**config.mk**
```make
export PLATFORM = sky130hd
export DESIGN_NAME = alineador_palabras
export DESIGN_NICKNAME = d
export VERILOG_FILES = /design/src/rtl/alineador_palabras.sv
export SDC_FILE = /design/constraint.sdc
export NUM_CORES = 1
export LEC_CHECK = 0
export CORE_MARGIN = 1.5
export CORE_UTILIZATION = 53
export CTS_BUF_LIST = sky130_fd_sc_hd__clkbuf_16
export DETAILED_ROUTE_END_ITERATION = 8
export HOLD_SLACK_MARGIN = 0.15
export PLACE_DENSITY_LB_ADDON = 0.2
export SYNTH_ARGS = -nofsm -noshare
export SYNTH_HDL_FRONTEND = slang
export SYNTH_SLANG_ARGS = --single-unit
```
**constraint.sdc**
```tcl
create_clock -name clk -period 3.4 [get_ports clk]
set_input_delay 0.68 -clock clk [delete_from_list [all_inputs] [get_ports clk]]
set_output_delay 0.68 -clock clk [all_outputs]
set_load 0.005 [all_outputs]
```
**src/rtl/alineador_palabras.sv**
```systemverilog
// Word aligner: hunts the K28.5 comma across all 10 bit offsets of a two-word window,
// locks the symbol boundary and emits aligned 10-bit symbols for the 10b/8b decoder.
module alineador_palabras #(
   parameter int COMAS_PARA_SYNC     = 3,
   parameter int ERRORES_PARA_PERDER = 4,
   parameter int PALABRAS_TIMEOUT    = 255
) (
   input  logic       clk,
   input  logic       reset_L,
   input  logic [9:0] palabra,
   input  logic       palabra_valida,
   output logic [9:0] palabra_alineada,
   output logic       valida_out,
   output logic       es_coma,
   output logic       sincronizado,
   output logic [3:0] offset
);
   // state  | meaning
   // HUNT   | searching every offset for a comma
   // VERIFY | comma seen, counting repeats at the candidate offset
   // SYNC   | boundary locked, aligned symbols emitted
   typedef enum logic [1:0] {HUNT, VERIFY, SYNC} estado_t;

   localparam logic [3:0] COMAS_L = 4'(COMAS_PARA_SYNC);
   localparam logic [3:0] ERR_L   = 4'(ERRORES_PARA_PERDER);
   localparam logic [7:0] TMO_L   = 8'(PALABRAS_TIMEOUT);

   estado_t     estado, estado_d;
   logic [19:0] ventana, ventana_d, ventana_n;
   logic        primera, primera_d;
   logic [3:0]  cnt_coma, cnt_coma_d, cnt_err, cnt_err_d, cnt_err_inc, cnt_coma_inc;
   logic [7:0]  cnt_tmo, cnt_tmo_d, cnt_tmo_inc;
   logic [9:0]  alineada_d, cand_lock;
   logic        valida_d, coma_d, sinc_d;
   logic [3:0]  offset_d, k_hit;
   logic        hit_any, hit_lock;

   function automatic logic es_k285(input logic [9:0] s);
      return (s == 10'h17C) || (s == 10'h283);
   endfunction

   always_comb begin
      ventana_n = {palabra, ventana[19:10]};
      hit_any   = 1'b0;
      k_hit     = 4'd0;
      // descending scan so the lowest matching offset is the one kept
      for (int k = 9; k >= 0; k--) begin
         if (es_k285(ventana_n[k +: 10])) begin
            hit_any = 1'b1;
            k_hit   = 4'(k);
         end
      end
      cand_lock    = ventana_n[offset +: 10];
      hit_lock     = es_k285(cand_lock);
      cnt_coma_inc = (cnt_coma == 4'hF) ? cnt_coma : cnt_coma + 4'd1;
      cnt_err_inc  = (cnt_err == 4'hF) ? cnt_err : cnt_err + 4'd1;
      cnt_tmo_inc  = (cnt_tmo == 8'hFF) ? cnt_tmo : cnt_tmo + 8'd1;
   end

   always_comb begin
      estado_d   = estado;
      ventana_d  = ventana;
      primera_d  = primera;
      cnt_coma_d = cnt_coma;
      cnt_err_d  = cnt_err;
      cnt_tmo_d  = cnt_tmo;
      alineada_d = palabra_alineada;
      valida_d   = 1'b0;
      coma_d     = es_coma;
      sinc_d     = sincronizado;
      offset_d   = offset;
      if (palabra_valida) begin
         ventana_d = ventana_n;
         primera_d = 1'b1;
         if (primera) begin
            case (estado)
               HUNT: begin
                  if (hit_any) begin
                     offset_d   = k_hit;
                     cnt_coma_d = 4'd1;
                     if (COMAS_PARA_SYNC <= 1) begin
                        estado_d  = SYNC;
                        sinc_d    = 1'b1;
                        cnt_err_d = 4'd0;
                        cnt_tmo_d = 8'd0;
                     end else begin
                        estado_d = VERIFY;
                     end
                  end
               end
               VERIFY: begin
                  if (hit_lock) begin
                     cnt_coma_d = cnt_coma_inc;
                     if (cnt_coma_inc >= COMAS_L) begin
                        estado_d  = SYNC;
                        sinc_d    = 1'b1;
                        cnt_err_d = 4'd0;
                        cnt_tmo_d = 8'd0;
                     end
                  end else if (hit_any) begin
                     estado_d   = HUNT;
                     offset_d   = k_hit;
                     cnt_coma_d = 4'd1;
                  end
               end
               SYNC: begin
                  alineada_d = cand_lock;
                  valida_d   = 1'b1;
                  coma_d     = hit_lock;
                  if (hit_lock) begin
                     cnt_err_d = 4'd0;
                     cnt_tmo_d = 8'd0;
                  end else if (hit_any) begin
                     cnt_err_d = cnt_err_inc;
                     if (cnt_err_inc >= ERR_L) begin
                        estado_d   = HUNT;
                        sinc_d     = 1'b0;
                        cnt_coma_d = 4'd0;
                        cnt_err_d  = 4'd0;
                        cnt_tmo_d  = 8'd0;
                     end
                  end else begin
                     cnt_tmo_d = cnt_tmo_inc;
                     if (cnt_tmo_inc >= TMO_L) begin
                        estado_d   = HUNT;
                        sinc_d     = 1'b0;
                        cnt_coma_d = 4'd0;
                        cnt_err_d  = 4'd0;
                        cnt_tmo_d  = 8'd0;
                     end
                  end
               end
               default: estado_d = HUNT;
            endcase
         end
      end
   end

   always_ff @(posedge clk) begin
      if (!reset_L) begin
         estado           <= HUNT;
         ventana          <= '0;
         primera          <= 1'b0;
         cnt_coma         <= '0;
         cnt_err          <= '0;
         cnt_tmo          <= '0;
         palabra_alineada <= '0;
         valida_out       <= 1'b0;
         es_coma          <= 1'b0;
         sincronizado     <= 1'b0;
         offset           <= '0;
      end else begin
         estado           <= estado_d;
         ventana          <= ventana_d;
         primera          <= primera_d;
         cnt_coma         <= cnt_coma_d;
         cnt_err          <= cnt_err_d;
         cnt_tmo          <= cnt_tmo_d;
         palabra_alineada <= alineada_d;
         valida_out       <= valida_d;
         es_coma          <= coma_d;
         sincronizado     <= sinc_d;
         offset           <= offset_d;
      end
   end
endmodule
```
==> results.sh <==
export IMPL_synth_edf_count=0
export IMPL_synth_nets=446
export IMPL_peakVddDrop_v=0.000188
export IMPL_die_height_um=86.4
export IMPL_synth_warnings=0
export IMPL_insertion_delay_ns=0.29
export IMPL_cts_hold_fix_buffers=0
export IMPL_antenna_found_initial=0
export IMPL_final_layout_size_suffix_gt1_share_pct=30.6
export IMPL_multiInputGateArea_sq_mm=0.00273
export IMPL_path_buf_inv=3
export IMPL_drt_iter0_markers=270
export IMPL_worst_pin_slew_ns=0.745
export IMPL_finalHoldViolCount=0
export IMPL_grt_pass1_vias=3612
export IMPL_core_sq_mm=0.00676
export IMPL_grt_max_degree=31
export IMPL_cp_start_kind="input port"
export IMPL_cp_slowest_stage_delay_ns=0.51
export IMPL_avgViaCountPerCell=6.37
export IMPL_ys_types=80
export IMPL_p_per_area_mw_per_mm2=266
export IMPL_pin_count=30
export IMPL_fp_dieArea_sq_mm=0.00746
export IMPL_drtAntennaViolNets=0
export IMPL_cts_path_max_buffers=2
export IMPL_arrival_ns=3.54
export IMPL_synth_main_ff_cell="dfxtp_1"
export IMPL_cts_max_level=2
export IMPL_vias=3882
export IMPL_setup_violations=0
export IMPL_finalSetupTns_ns=0
export IMPL_rows=30
export IMPL_grt_overflow_total=0
export IMPL_slew_violations=0
export IMPL_skew_ns=0.00566
export IMPL_cp_max_fo=12
export IMPL_grt_pass1_wl_um=17100
export IMPL_finalWeightedCongestion=0.880
export IMPL_status="finished clean"
export IMPL_die_w_um=86.4
export IMPL_power_total_mw=1.32
export IMPL_crit_top_cell="mux2_4"
export IMPL_clock_sinks=46
export IMPL_leakage_nw=2.00
export IMPL_async_flop_share_pct=0
export IMPL_cts_root_buf="clkbuf_16"
export IMPL_max_slew_margin_pct=50.2
export IMPL_syn_inst=426
export IMPL_hold_path_class="reg2reg"
export IMPL_cts_reportedPaths_clkPinSlew_ns=0.07
export IMPL_final_nets=548
export IMPL_cpMaxStageDelayCell="mux4_2"
export IMPL_port_buffers=29
export IMPL_synth_seq_area_share_pct=25.0
export IMPL_synthToLayoutAreaGrowth_pct=34.9
export IMPL_worstSetupEndpointType="flip-flop"
export IMPL_initial_core_util_pct=54.6
export IMPL_cp_top_family="multiplexers"
export IMPL_synth_seq_cells=46
export IMPL_dpl_hpwl_um=7580
export IMPL_netlist_area_sq_mm=0.00369
export IMPL_num_fill_cells=472
export IMPL_max_freq_ghz=0.298
export IMPL_antenna_cells=0
export IMPL_cp_required_ns=3.58
export IMPL_layout_common_cells="90 x buf_4, 46 x dfxtp_1, 44 x nor2_1"
export IMPL_drtPass1Iterations=5
export IMPL_drc=0
export IMPL_rrSetupSlack_ns=0.16
export IMPL_fin_crit_ns=3.36
export IMPL_numCtsBuffers=5
export IMPL_routed_wl_um=11000
export IMPL_regArea_sq_um=921
export IMPL_critical_path_class="in2reg"
export IMPL_final_common_cell="buf_4"
export IMPL_drt_wirelength_per_cell_um=18.0
export IMPL_cts_tree="done"
export IMPL_grtUsageTotal_pct=28.4
export IMPL_max_cap_viol_count=0
export IMPL_finalCritPeriodShare_pct=98.7
export IMPL_syn_area_per_cell_sq_um=8.65
export IMPL_cp_cell_sequence="clkdlybuf4s50_1 -> buf_6 -> mux4_2 -> mux2_4 -> and2_4 -> a31oi_4 -> nor3_4 -> buf_4 -> nor2b_4 -> nand2_2 -> a211o_2 -> mux2_4"
## Yosys cell counts (2+ instances only)
library cell / number / share of area [%]
buf_2: 4 / 0.54
nor2_1: 45 / 4.6
mux2i_1: 24 / 6.5
a21oi_1: 17 / 2.3
a2111oi_4: 2 / 1.5
ha_1: 7 / 2.4
and2_1: 10 / 1.7
inv_1: 9 / 0.92
buf_6: 2 / 0.61
nor3b_1: 4 / 0.81
nand4bb_1: 2 / 0.61
a211oi_1: 7 / 1.4
nand3b_1: 3 / 0.61
and4_1: 4 / 0.95
or4_1: 2 / 0.41
mux2_2: 5 / 1.5
nand2_1: 41 / 4.2
dfxtp_1: 46 / 25
o211a_1: 3 / 0.81
nor4b_1: 5 / 1.2
a41o_1: 3 / 0.81
mux4_1: 7 / 5.0
nand4b_1: 5 / 1.2
nand3_1: 20 / 2.7
o41ai_1: 2 / 0.48
nor4bb_1: 2 / 0.54
mux2_4: 2 / 0.81
o211ai_1: 4 / 0.81
mux4_2: 7 / 4.3
nand2b_1: 8 / 1.4
clkbuf_1: 19 / 1.9
a31oi_1: 11 / 1.9
mux2_1: 2 / 0.61
nor2b_1: 4 / 0.68
nand4_1: 8 / 1.4
o22ai_1: 4 / 0.68
o21ai_1: 2 / 0.27
o32ai_1: 2 / 0.48
o21a_1: 2 / 0.41
a22oi_1: 2 / 0.41
and3_1: 13 / 2.2
nor4_1: 2 / 0.34
buf_4: 2 / 0.41
o21ai_0: 7 / 0.95
nor3_1: 9 / 1.2
## worst register-to-register path: cells and delay by family, from the launching register on
| family | cells | cell delay [ns] |
|---|---|---|
| flip-flops | 1 | 0.56 |
| AND/OR/NAND/NOR | 2 | 0.45 |
| multiplexers | 3 | 1.10 |
| AO/OA/AOI/OAI | 4 | 0.60 |
| buffers and inverters | 2 | 0.41 |
## final timing paths
| check | start | end | cells after the start |
|---|---|---|---|
| min reg2reg | palabra_alineada[4]$_SDFFE_PN0P_ | palabra_alineada[4]$_SDFFE_PN0P_ | 2 |
| max reg2reg | offset[1]$_SDFFE_PN0P_ | cnt_coma[0]$_SDFFE_PN0P_ | 11 |
| max | palabra[0] | offset[1]$_SDFFE_PN0P_ | 12 |
| min | palabra_alineada[4]$_SDFFE_PN0P_ | palabra_alineada[4]$_SDFFE_PN0P_ | 2 |
## cells by family (layout without fill, tap and decap cells)
family / count (synthesis) / after routing / share of synthesized area [%]
AOI/OAI and AO/OA: 88 / 89 / 18.8
xor gates and xnor gates: 1 / 1 / 0.238
adders and majority gates: 7 / 7 / 2.38
buffers and inverters: 39 / 141 / 5.13
DFF: 46 / 46 / 25.0
muxes: 47 / 47 / 18.7
and+or+nand+nor: 198 / 198 / 29.7
## registers in the layout, indices dropped and copies added, names as in the netlist, 2 cells and up
register and count:
cnt_coma 4, cnt_err 4, cnt_tmo 8, estado 2
offset 4, palabra_alineada 10, ventana 10
## power by group
part / leakage, nW / total [mW] / internal (mW) / switching (mW)
Sequential: 0.373 / 0.564 / 0.547 / 0.0176
Clock: 0.0760 / 0.561 / 0.347 / 0.215
Combinational: 1.55 / 0.197 / 0.102 / 0.0955
Total: 2.00 / 1.32 / 0.995 / 0.328
## routing by layer
layer | GRT usage [%] | share of wire, % | vias up
li1 | - | - | 1834
met5 | 0 | 0 | -
met1 | 36.5 | 42 | 1825
met2 | 48.3 | 48 | 188
met3 | 5.05 | 6.9 | 35
met4 | 9.38 | 2.4 | 0
## area by class of cell
class                           count  share of cell area (%)
Multi-Input combinational cell    342                    54.9
Timing Repair Buffer              124                    20.4
Sequential cell                    46                    18.5
Clock buffer                        5                    2.52
Tap cell                           80                    2.01
Clock inverter                      3                   0.906
Inverter                            9                   0.679
## metrics by stage
step / instances / worst slack, ns / utilization, % / hold WS (ns) / cell area [sq um]
6_report: 609 / 0.0429 / 73.6 / 0.453 / 4970
5_1_grt: 609 / -0.0488 / 73.6 / 0.480 / 4970
4_1_cts: 594 / 0.00662 / 69.8 / 0.456 / 4720
3_5_place_dp: 583 / -0.388 / 66.8 / 0.447 / 4510
3_3_place_gp: 583 / -0.338 / 66.8 / 0.442 / 4510
2_1_floorplan: 426 / 0.00756 / - / 0.448 / 3690
## repair_timing
action	in CTS	in global routing
setup buffers	3	14
hold endpoints to repair	0	0
gates resized for setup	15	34
cloned	0	2
pin swaps	7	10
endpoints found under the setup margin	13	18
Power figures use the tool's default switching activity.
